===== src/rtl/wb_fetch_stage_pkg.sv =====
`default_nettype none
// ============================================================================
// Module   : wbf_pkg
// Brief    : Shared types and helpers for the write-back / fetch stage.
// Revision : 1.0
// ============================================================================
package wbf_pkg;

    typedef enum logic [1:0] {
        LS_BYTE = 2'b00,
        LS_HALF = 2'b01,
        LS_WORD = 2'b10
    } load_size_e;

    typedef enum logic {
        IDLE    = 1'b0,
        COLLECT = 1'b1
    } wb_state_e;

    localparam int unsigned c_word_w = 32;

    function automatic int unsigned bytes_f(input logic [1:0] size);
        case (size)
            LS_BYTE: return 1;
            LS_HALF: return 2;
            default: return 4;
        endcase
    endfunction

    function automatic int unsigned beats_f(input logic [1:0] size, input int unsigned mem_w);
        int unsigned n;
        n = (8 * bytes_f(size)) / mem_w;
        return (n == 0) ? 1 : n;
    endfunction

    // Encoding 2'b11 falls into the word case.
    function automatic logic [c_word_w-1:0] extend_f(input logic [c_word_w-1:0] data,
                                                     input logic [1:0]          size,
                                                     input logic                is_signed);
        case (size)
            LS_BYTE: return is_signed ? {{24{data[7]}}, data[7:0]}   : {24'd0, data[7:0]};
            LS_HALF: return is_signed ? {{16{data[15]}}, data[15:0]} : {16'd0, data[15:0]};
            default: return data;
        endcase
    endfunction

endpackage
`default_nettype wire


===== src/rtl/wb_fetch_stage_if.sv =====
`default_nettype none
// ============================================================================
// Module   : wb_fetch_stage_if
// Brief    : Bus bundle between the pipeline and the write-back / fetch stage.
// Revision : 1.0
// ============================================================================
interface wb_fetch_stage_if #(
    parameter int XLEN  = 32,
    parameter int MEM_W = 16
);
    logic [MEM_W-1:0] data_read_i;
    logic [XLEN-1:0]  data_calc_i;
    logic             load_req_i;
    logic [1:0]       load_size_i;
    logic             load_signed_i;
    logic             instr_mem_en_i;
    logic             stall_fetch_i;
    logic             stall_pc_i;
    logic             branch_i;
    logic [XLEN-1:0]  branch_pc_i;
    logic [XLEN-1:0]  instr_mem_addr_o;
    logic             instr_mem_re_o;
    logic [XLEN-1:0]  pc_o;
    logic [XLEN-1:0]  next_pc_o;
    logic [XLEN-1:0]  write_back_o;
    logic             wb_valid_o;
    logic             load_busy_o;

    modport master (
        output data_read_i, data_calc_i, load_req_i, load_size_i, load_signed_i,
               instr_mem_en_i, stall_fetch_i, stall_pc_i, branch_i, branch_pc_i,
        input  instr_mem_addr_o, instr_mem_re_o, pc_o, next_pc_o,
               write_back_o, wb_valid_o, load_busy_o
    );

    modport slave (
        input  data_read_i, data_calc_i, load_req_i, load_size_i, load_signed_i,
               instr_mem_en_i, stall_fetch_i, stall_pc_i, branch_i, branch_pc_i,
        output instr_mem_addr_o, instr_mem_re_o, pc_o, next_pc_o,
               write_back_o, wb_valid_o, load_busy_o
    );
endinterface
`default_nettype wire


===== src/rtl/wb_fetch_stage_load_assembler.sv =====
`default_nettype none
// ============================================================================
// Module   : load_assembler
// Brief    : Collects 1..N little-endian beats of a load and extends the result.
// Revision : 1.0
// ============================================================================
module load_assembler
    import wbf_pkg::*;
#(
    parameter int XLEN  = 32,
    parameter int MEM_W = 16
) (
    input  wire logic             clk_i,
    input  wire logic             rst_ni,
    input  wire logic [MEM_W-1:0] i_data,
    input  wire logic             i_req,
    input  wire logic [1:0]       i_size,
    input  wire logic             i_signed,
    output logic      [XLEN-1:0]  o_data,
    output logic                  o_valid,
    output logic                  o_busy
);

    wb_state_e     r_state, w_state_nxt;
    logic [1:0]    r_cnt, w_cnt_nxt;
    logic [31:0]   r_cap, w_cap_nxt;
    logic [1:0]    r_size, w_size_nxt;
    logic          r_signed, w_signed_nxt;

    logic [31:0]   w_beat;
    logic [5:0]    w_off;
    logic [31:0]   w_assembled;
    logic [1:0]    w_size_eff;
    logic          w_signed_eff;
    logic [31:0]   w_ext;

    assign w_beat = 32'(i_data);
    assign w_off  = 6'(r_cnt) * 6'(MEM_W);

    always_comb begin
        w_state_nxt  = r_state;
        w_cnt_nxt    = r_cnt;
        w_cap_nxt    = r_cap;
        w_size_nxt   = r_size;
        w_signed_nxt = r_signed;
        w_assembled  = w_beat;
        w_size_eff   = i_size;
        w_signed_eff = i_signed;
        o_valid      = 1'b0;
        o_busy       = 1'b0;
        case (r_state)
            IDLE: begin
                if (i_req) begin
                    if (beats_f(i_size, MEM_W) == 1) begin
                        o_valid = 1'b1;
                    end else begin
                        w_state_nxt  = COLLECT;
                        w_cnt_nxt    = 2'd1;
                        w_cap_nxt    = w_beat;
                        w_size_nxt   = i_size;
                        w_signed_nxt = i_signed;
                    end
                end
            end
            COLLECT: begin
                // Size/sign come from the latched request; new requests are ignored here.
                o_busy       = 1'b1;
                w_size_eff   = r_size;
                w_signed_eff = r_signed;
                w_assembled  = r_cap | (w_beat << w_off);
                w_cap_nxt    = w_assembled;
                w_cnt_nxt    = r_cnt + 2'd1;
                if (32'(r_cnt) == beats_f(r_size, MEM_W) - 1) begin
                    o_valid     = 1'b1;
                    w_state_nxt = IDLE;
                    w_cnt_nxt   = 2'd0;
                end
            end
            default: w_state_nxt = IDLE;
        endcase
    end

    assign w_ext = extend_f(w_assembled, w_size_eff, w_signed_eff);

    generate
        if (XLEN > 32) begin : g_wide
            logic w_fill;
            assign w_fill = w_signed_eff & w_ext[31];
            assign o_data = {{(XLEN-32){w_fill}}, w_ext};
        end else begin : g_narrow
            assign o_data = w_ext[XLEN-1:0];
        end
    endgenerate

    always_ff @(posedge clk_i or negedge rst_ni) begin
        if (!rst_ni) begin
            r_state  <= IDLE;
            r_cnt    <= 2'd0;
            r_cap    <= 32'd0;
            r_size   <= 2'd0;
            r_signed <= 1'b0;
        end else begin
            r_state  <= w_state_nxt;
            r_cnt    <= w_cnt_nxt;
            r_cap    <= w_cap_nxt;
            r_size   <= w_size_nxt;
            r_signed <= w_signed_nxt;
        end
    end

endmodule
`default_nettype wire


===== src/rtl/wb_fetch_stage.sv =====
`default_nettype none
// ============================================================================
// Module   : wb_fetch_stage
// Brief    : Load write-back assembly plus PC / instruction-fetch control.
// Revision : 1.0
// ============================================================================
module wb_fetch_stage
    import wbf_pkg::*;
#(
    parameter int          XLEN     = 32,
    parameter int          MEM_W    = 16,
    parameter int unsigned PC_STEP  = 2,
    parameter int unsigned RESET_PC = 0
) (
    input  wire logic        clk_i,
    input  wire logic        rst_ni,
    wb_fetch_stage_if.slave  bus
);

    generate
        if ((XLEN % MEM_W) != 0 || !(MEM_W == 8 || MEM_W == 16 || MEM_W == 32) || XLEN < 32)
        begin : g_bad_params
            $error("wb_fetch_stage: unsupported XLEN/MEM_W combination");
        end
    endgenerate

    logic [XLEN-1:0] w_ld_data;
    logic            w_ld_valid;
    logic            w_ld_busy;

    load_assembler #(
        .XLEN  (XLEN),
        .MEM_W (MEM_W)
    ) u_load_asm (
        .clk_i    (clk_i),
        .rst_ni   (rst_ni),
        .i_data   (bus.data_read_i),
        .i_req    (bus.load_req_i),
        .i_size   (bus.load_size_i),
        .i_signed (bus.load_signed_i),
        .o_data   (w_ld_data),
        .o_valid  (w_ld_valid),
        .o_busy   (w_ld_busy)
    );

    logic [XLEN-1:0] r_pc;
    logic [XLEN-1:0] r_pend_pc;
    logic            r_pend;
    logic [XLEN-1:0] w_next_pc;
    logic            w_freeze;
    logic            w_update;
    logic            w_wb_valid;

    assign w_freeze = bus.stall_pc_i | w_ld_busy;
    assign w_update = bus.instr_mem_en_i & ~w_freeze;

    always_comb begin
        w_next_pc = r_pc + XLEN'(PC_STEP);
        if (bus.branch_i) begin
            w_next_pc = bus.branch_pc_i;
        end else if (r_pend) begin
            w_next_pc = r_pend_pc;
        end
    end

    always_ff @(posedge clk_i or negedge rst_ni) begin
        if (!rst_ni) begin
            r_pc      <= XLEN'(RESET_PC);
            r_pend_pc <= '0;
            r_pend    <= 1'b0;
        end else if (w_update) begin
            r_pc   <= w_next_pc;
            r_pend <= 1'b0;
        end else if (bus.branch_i && w_freeze) begin
            // Keep the newest frozen-time branch until the PC may move again.
            r_pend_pc <= bus.branch_pc_i;
            r_pend    <= 1'b1;
        end
    end

    // The IDLE single-beat path is combinational, so mask it while reset is held.
    assign w_wb_valid = rst_ni & w_ld_valid;

    assign bus.pc_o             = r_pc;
    assign bus.instr_mem_addr_o = r_pc;
    assign bus.next_pc_o        = w_next_pc;
    assign bus.instr_mem_re_o   = rst_ni & ~bus.stall_fetch_i;
    assign bus.wb_valid_o       = w_wb_valid;
    assign bus.load_busy_o      = w_ld_busy;
    assign bus.write_back_o     = w_wb_valid ? w_ld_data : bus.data_calc_i;

endmodule
`default_nettype wire


===== src/flat_wrapper.sv =====
// flat-port wrapper written by rule: the top's interface ports become plain ports
module wb_fetch_stage_flat import wbf_pkg::*;
#(
    parameter int          XLEN     = 32,
    parameter int          MEM_W    = 16,
    parameter int unsigned PC_STEP  = 2,
    parameter int unsigned RESET_PC = 0
)
  (clk_i, rst_ni, bus_data_read_i, bus_data_calc_i, bus_load_req_i, bus_load_size_i, bus_load_signed_i, bus_instr_mem_en_i, bus_stall_fetch_i, bus_stall_pc_i, bus_branch_i, bus_branch_pc_i, bus_instr_mem_addr_o, bus_instr_mem_re_o, bus_pc_o, bus_next_pc_o, bus_write_back_o, bus_wb_valid_o, bus_load_busy_o);
  wb_fetch_stage_if #(.XLEN(XLEN), .MEM_W(MEM_W)) bus_i ();
  input  wire logic clk_i;
  input  wire logic rst_ni;
  input wire logic [$bits(bus_i.data_read_i)-1:0] bus_data_read_i;
  input wire logic [$bits(bus_i.data_calc_i)-1:0] bus_data_calc_i;
  input wire logic [$bits(bus_i.load_req_i)-1:0] bus_load_req_i;
  input wire logic [$bits(bus_i.load_size_i)-1:0] bus_load_size_i;
  input wire logic [$bits(bus_i.load_signed_i)-1:0] bus_load_signed_i;
  input wire logic [$bits(bus_i.instr_mem_en_i)-1:0] bus_instr_mem_en_i;
  input wire logic [$bits(bus_i.stall_fetch_i)-1:0] bus_stall_fetch_i;
  input wire logic [$bits(bus_i.stall_pc_i)-1:0] bus_stall_pc_i;
  input wire logic [$bits(bus_i.branch_i)-1:0] bus_branch_i;
  input wire logic [$bits(bus_i.branch_pc_i)-1:0] bus_branch_pc_i;
  output wire logic [$bits(bus_i.instr_mem_addr_o)-1:0] bus_instr_mem_addr_o;
  output wire logic [$bits(bus_i.instr_mem_re_o)-1:0] bus_instr_mem_re_o;
  output wire logic [$bits(bus_i.pc_o)-1:0] bus_pc_o;
  output wire logic [$bits(bus_i.next_pc_o)-1:0] bus_next_pc_o;
  output wire logic [$bits(bus_i.write_back_o)-1:0] bus_write_back_o;
  output wire logic [$bits(bus_i.wb_valid_o)-1:0] bus_wb_valid_o;
  output wire logic [$bits(bus_i.load_busy_o)-1:0] bus_load_busy_o;
  assign bus_i.data_read_i = bus_data_read_i;
  assign bus_i.data_calc_i = bus_data_calc_i;
  assign bus_i.load_req_i = bus_load_req_i;
  assign bus_i.load_size_i = bus_load_size_i;
  assign bus_i.load_signed_i = bus_load_signed_i;
  assign bus_i.instr_mem_en_i = bus_instr_mem_en_i;
  assign bus_i.stall_fetch_i = bus_stall_fetch_i;
  assign bus_i.stall_pc_i = bus_stall_pc_i;
  assign bus_i.branch_i = bus_branch_i;
  assign bus_i.branch_pc_i = bus_branch_pc_i;
  assign bus_instr_mem_addr_o = bus_i.instr_mem_addr_o;
  assign bus_instr_mem_re_o = bus_i.instr_mem_re_o;
  assign bus_pc_o = bus_i.pc_o;
  assign bus_next_pc_o = bus_i.next_pc_o;
  assign bus_write_back_o = bus_i.write_back_o;
  assign bus_wb_valid_o = bus_i.wb_valid_o;
  assign bus_load_busy_o = bus_i.load_busy_o;
  wb_fetch_stage #(.XLEN(XLEN), .MEM_W(MEM_W), .PC_STEP(PC_STEP), .RESET_PC(RESET_PC)) u_core (.clk_i(clk_i), .rst_ni(rst_ni), .bus(bus_i));
endmodule

===== config.mk =====
export PLATFORM = sky130hd
export DESIGN_NAME = wb_fetch_stage_flat
export DESIGN_NICKNAME = d
export VERILOG_FILES = /design/src/rtl/wb_fetch_stage_pkg.sv /design/src/rtl/wb_fetch_stage_if.sv /design/src/rtl/wb_fetch_stage_load_assembler.sv /design/src/rtl/wb_fetch_stage.sv /design/src/flat_wrapper.sv
export SDC_FILE = /design/constraint.sdc
export NUM_CORES = 1
export LEC_CHECK = 0
export CELL_PAD_IN_SITES_DETAIL_PLACEMENT = 1
export CELL_PAD_IN_SITES_GLOBAL_PLACEMENT = 1
export CORE_ASPECT_RATIO = 0.7
export CORE_UTILIZATION = 25
export DETAILED_ROUTE_END_ITERATION = 10
export HOLD_SLACK_MARGIN = 0.02
export PLACE_DENSITY_LB_ADDON = 0.1
export SLEW_MARGIN = 20
export SYNTH_ARGS = -nofsm -noshare
export SYNTH_HDL_FRONTEND = slang
export SYNTH_HIERARCHICAL = 1
export SYNTH_SLANG_ARGS = --single-unit

===== constraint.sdc =====
create_clock -name clk_i -period 2.6 [get_ports clk_i]
set_input_delay 0.52 -clock clk_i [delete_from_list [all_inputs] [get_ports clk_i]]
set_output_delay 0.52 -clock clk_i [all_outputs]
set_load 0.005 [all_outputs]

# After elaboration in Yosys (flattened, before gate mapping)
# Cells that the tools add are included.
# totals
ff_bits	103
latchBits	0
ram_bits	0
rom_bits	0
inputBits	90
out_inout_bits	131
elab_cells	73
n_memories	0
# classes
add_sub_neg	3
mul	0
div	0
n_lt_le_gt_ge	0
eq_ne	7
shift	1
mux	34
n_bitwise	10
reduce_logical	10
# ops
operator	n
2-to-1 mux 32 bit	8
case mux 32 bit (2 select lines)	2
2-to-1 mux 29 bit	3
zero test 32 bit	2
2-to-1 mux 28 bit	2
adder 32 x 2 -> 32 bit (second input constant)	1
equality test 2 x 32 -> 1 bit	1
bitwise OR 32 bit	1
<< shifter 16 x 6 -> 32 bit	1
subtractor 28 x 1 -> 29 bit (second input constant)	1
equality test 28 x 1 -> 1 bit (second input constant)	1
case mux 3 bit (2 select lines)	2
2-to-1 mux 1 bit	10
2-to-1 mux 2 bit	4
equality test 2 x 1 -> 1 bit (second input constant)	3
zero test 2 bit	3
NOT 1 bit	5
!= test 2 bit (second input constant)	2
case mux 1 bit (2 select lines)	2
case mux 2 bit (2 select lines)	1
AND reduction 2 bit	2
AND 1 bit	3
AND reduction 3 bit	1
adder 2 x 1 -> 2 bit (second input constant)	1
other kinds (3)	3

# Longest topological paths before layout
# logic_depth
word_depth	12
depth_mapped	8
depth_no_buf	7

# Modules after synthesis
# The synthesis kept the hierarchy.
# by_module_without_submodules
mod	instances	cells_each	area_per_inst_um2	seq_area_each_um2
wb_fetch_stage	1	492	4649.5	1626.6
load_assembler	1	206	2084.5	950.9

# Worst setup path before layout
# OpenSTA, ideal clock, no wires.
# synth_timing
path_kind	register to output
startpoint	register u_core.u_load_asm.r_size[1]
endpoint	output bus_write_back_o[10]
arrival_ns	2.067
required_ns	2.080
path_slack_ns	0.013
stages_incl_launch_ff	9
n_path_buf	2
cell_sequence	dfrtp_1 clkbuf_1 ha_1 xnor2_1 nor3_1 a22o_1 nand2_1 buf_1 mux2_2
# synth_between
elab_chain_len	11
elab_cells_between_ends	16
classes_between	1 x add/sub; 3 x eq/ne; 8 x mux; 1 x bitwise; 3 x reduce/logical
# synth_lines
item	line_no	source
start, declared	wb_fetch_stage_load_assembler.sv:27	logic [1:0] r_size, w_size_nxt;
start signal, assigned	wb_fetch_stage_load_assembler.sv:106	r_size <= w_size_nxt;
equality test 2 x 1 -> 1 bit / zero test 2 bit (equally long branches)	wb_fetch_stage_pkg.sv:23	case (size)
case mux 3 bit (2 select lines) (*)	wb_fetch_stage_pkg.sv:23	
2-to-1 mux 29 bit (*)	wb_fetch_stage_load_assembler.sv:51	case (r_state)
zero test 32 bit	wb_fetch_stage_pkg.sv:33	return (n == 0) ? 1 : n;
2-to-1 mux 28 bit (*)	wb_fetch_stage_pkg.sv:33	
subtractor 28 x 1 -> 29 bit (*)	wb_fetch_stage_load_assembler.sv:73	if (32'(r_cnt) == beats_f(r_size, MEM_W) - 1) begin
equality test 2 x 32 -> 1 bit (*)	wb_fetch_stage_load_assembler.sv:73	
2-to-1 mux 1 bit (*)	wb_fetch_stage_load_assembler.sv:73	
case mux 1 bit (2 select lines) (*)	wb_fetch_stage_load_assembler.sv:51	
net u_core.w_ld_valid	wb_fetch_stage.sv:28	logic w_ld_valid;
AND 1 bit (*)	wb_fetch_stage.sv:82	assign w_wb_valid = rst_ni & w_ld_valid;
2-to-1 mux 32 bit (*)	wb_fetch_stage.sv:90	assign bus.write_back_o = w_wb_valid ? w_ld_data : bus.data_calc_i;
end, declared	flat_wrapper.sv:27	output wire logic [$bits(bus_i.write_back_o)-1:0] bus_write_back_o;
# Mark *: on every way through the listed nets, which the timed path passes. The rest lies on a longest branch. The select of a mux whose other input is x is not followed.

# Worst setup path in the final report
# layout_timing
startpoint	register u_core.u_load_asm.r_size[1]
endpoint	output bus_write_back_o[16]
# The elaborated chain is that of the path after synthesis.

==> flow_metrics.env <==
export IMPL_worst_pin_slew_ns=0.868
export IMPL_place_area_um2=9980
export IMPL_finalCritPeriodShare=1.19
export IMPL_areaGrowthSynthToFinish_pct=72.1
export IMPL_port_buffer_count=220
export IMPL_crit_fanout=6
export IMPL_cp_arrival_ns=2.56
export IMPL_setup_worst_path_start_class="register"
export IMPL_grt_max_degree=104
export IMPL_initial_core_util=0.258
export IMPL_cts_path_max_buffers=2
export IMPL_p_comb_frac=0.626
export IMPL_ioPinCount=221
export IMPL_clockRootBuffer="clkbuf_16"
export IMPL_rr_endpoint="u_core/bus.instr_mem_addr_o[16]"
export IMPL_synth_nets=790
export IMPL_ys_seq_area_frac=0.383
export IMPL_cts_tree="done"
export IMPL_crit_end="bus_write_back_o[16]"
export IMPL_status="finished with violations"
export IMPL_hold_viol=0
export IMPL_die_w_um=198
export IMPL_maxSlewHeadroom=0.421
export IMPL_setup_viol=52
export IMPL_wl_met3_um=888
export IMPL_end_kind="output pin"
export IMPL_setup_slack_ns=-0.481
export IMPL_wl_met2_um=13800
export IMPL_final_cell_area_um2=11600
export IMPL_drt_iter0_drc=273
export IMPL_yosysMostFrequentCell="dfrtp_1"
export IMPL_drc_errors=0
export IMPL_rsz0062_at_grt="true"
export IMPL_cts_buffers=9
export IMPL_hpwl_um=20600
export IMPL_yosysTopAreaCell="dfrtp_1"
export IMPL_finClkSkew_ns=0.0108
export IMPL_yosys_area_top_type_share=0.383
export IMPL_clockPowerShare=0.127
export IMPL_insertion_delay_ns=0.37
export IMPL_postRouteAntennaNets=0
export IMPL_top_layer_used="met5"
export IMPL_routabilityCongestion=0.864
export IMPL_final_nets=1152
export IMPL_core_area_um2=26100
export IMPL_maxCapViolCount=0
export IMPL_synth_edf_count=0
export IMPL_grt_pass1_vias=7649
export IMPL_cts_sinks=103
export IMPL_synthCells=698
export IMPL_p_seq_frac=0.247
export IMPL_crit_required_ns=2.08
export IMPL_drt_total_wl_um=29900
export IMPL_row_count=49
export IMPL_path_clk_slew_ns=0.08
export IMPL_sw_frac_of_total=0.396
export IMPL_firstDrtPassIters=4
export IMPL_synthTopCellsByArea="dfrtp_1 (38%), mux2_2 (12%), a21oi_1 (6.1%)"
export IMPL_critPathLaunch="u_core/u_load_asm/r_size[1]"
export IMPL_ff2ff_path_depth=16
export IMPL_ys_async_sr_fraction=1.00
export IMPL_synth_avg_cell_area_um2=9.65
export IMPL_peakVddDrop_mv=0.424
export IMPL_die_h_um=139
export IMPL_p_sw_mw=4.54
export IMPL_crit_type="reg -> out"
export IMPL_wl_met1_um=14900
export IMPL_grt_util_all_layers=0.216
export IMPL_wire_per_inst_um=21.0
export IMPL_vias_per_cell=4.99
export IMPL_tns_ns=-16.28
export IMPL_fmax_mhz=325
export IMPL_grt_pass1_wl_um=45600
export IMPL_intPower_mw=6.91
export IMPL_p_leak_nw=5.00
export IMPL_ys_types=71
export IMPL_drive_above_1_share=0.444
export IMPL_power_density_nw_per_um2=987
export IMPL_finalMaxSlewViolations=0
export IMPL_h_tree_depth=3
export IMPL_r2r_slack_ns=-0.04
export IMPL_period_needed_ns=3.08
export IMPL_hp_class="in -> async"
export IMPL_grt_overflow_total=0
export IMPL_failed_checks="negative setup slack"
export IMPL_synth_cell_area_um2=6730
export IMPL_synth_seq_cells=103
export IMPL_die_area_um2=27600
export IMPL_synthFlopType="dfrtp_1"
export IMPL_reg2reg_from="u_core/bus.instr_mem_addr_o[6]"
export IMPL_vias=7102
export IMPL_synthTopCellsByCount="dfrtp_1 (103), a21oi_1 (82), mux2_2 (74)"
export IMPL_ys_warn_count=6
export IMPL_antenna_found_initial=3
## worst min-delay path by stage
stage                                     endpoint  slack [ns]  cells after the start
floorplan           u_core/bus.instr_mem_addr_o[0]        0.22                      0
global placement              u_core/r_pend_pc[30]        0.47                      2
detailed placement             u_core/r_pend_pc[7]        0.49                      1
CTS                    u_core/u_load_asm/r_cap[29]        0.36                      2
global route           u_core/u_load_asm/r_cap[24]        0.36                      2
finish                 u_core/u_load_asm/r_cap[24]        0.32                      2
## sequential cells by signal (all words and copies together) (netlist names)
register	count
u_core/bus.instr_mem_addr_o	32
u_core/r_pend_pc	32
u_core/u_load_asm/r_cap	32
u_core/u_load_asm/r_cnt	2
u_core/u_load_asm/r_size	2
u_core/r_pend	1
u_core/u_load_asm/r_signed	1
u_core/u_load_asm/r_state	1
## layer usage
metal,up-vias,track usage
met5,-,0
met4,2,0.0461
met3,17,0.0337
met2,136,0.336
met1,3643,0.313
li1,3304,-
## power groups by stage
stage	combinational (mW)	clock [mW]	sequential, mW
after global placement	6.10	0	2.77
after floorplan	3.09	0	2.83
after CTS	6.88	1.52	2.81
after global routing	7.70	1.55	2.91
final	7.17	1.45	2.82
after detailed placement	6.25	0	2.80
## metrics by stage
stage	setup WS (ns)	utilization	hold slack [ns]	std cells	total power, mW
global route	-0.576	0.445	0.360	1424	12.2
detailed placement	-0.442	0.383	0.487	1322	9.05
finish	-0.481	0.445	0.325	1424	11.4
global placement	-0.393	0.383	0.466	1322	8.86
floorplan	0.0134	-	0.224	698	5.92
CTS	-0.546	0.427	0.358	1397	11.2
## cell families after synthesis
logic type,after synthesis,share of synthesized area
flops,103,0.383
compound gates,242,0.235
mux,79,0.133
buf+inv,96,0.0851
simple gates,148,0.124
fa+ha+maj,2,0.00372
xor+xnor,28,0.0364
## cell usage in the layout (no fill, tap or decap), types with 4 or more instances in the layout
cell type	instances
o211ai_1	18
xor2_1	9
a21oi_1	69
nor4_4	7
xnor2_1	5
o21ai_0	14
buf_2	41
buf_6	65
nand4_1	8
clkdlybuf4s50_1	156
a31oi_1	9
nand2_4	7
and4_4	7
xnor2_2	11
nand2b_1	4
buf_12	11
dfrtp_2	5
mux2_4	15
a22o_1	24
nand2_1	27
a21oi_2	12
a22oi_1	17
clkbuf_16	9
nand3_1	4
nand3_4	5
o21ai_1	18
buf_4	156
o22ai_1	18
mux2_2	61
dfrtp_1	98
nor2b_1	4
o22a_1	10
nor2_1	32
inv_1	6
## final cells by class
| cell class | count | area, um^2 |
|---|---|---|
| antenna | 2 | 5.00 |
| timing repair buffer | 438 | 4010 |
| inverter | 9 | 36.3 |
| clock inverter | 7 | 77.6 |
| fill | 2881 | 14500 |
| clock buffer | 9 | 225 |
| multi-input combinational | 499 | 4210 |
| tap | 357 | 447 |
| sequential | 103 | 2580 |
## what timing repair did
action,CTS,global route
gates cloned,4,0
endpoints found under the setup margin,62,60
resized for setup,356,94
pin swaps,55,59
hold buffers,0,0
buffers inserted,56,41
## worst max-delay path, stage by stage (launching register included)
cell	delay, ns
dfrtp_2	0.44
inv_2	0.09
ha_4	0.20
xnor2_2	0.16
nor3_2	0.06
buf_4	0.13
a22o_1	0.20
nand2_4	0.08
buf_12	0.12
buf_8	0.12
buf_16	0.13
mux2_2	0.34
buf_6	0.12
No activity file was read; power rests on OpenSTA's default activity.
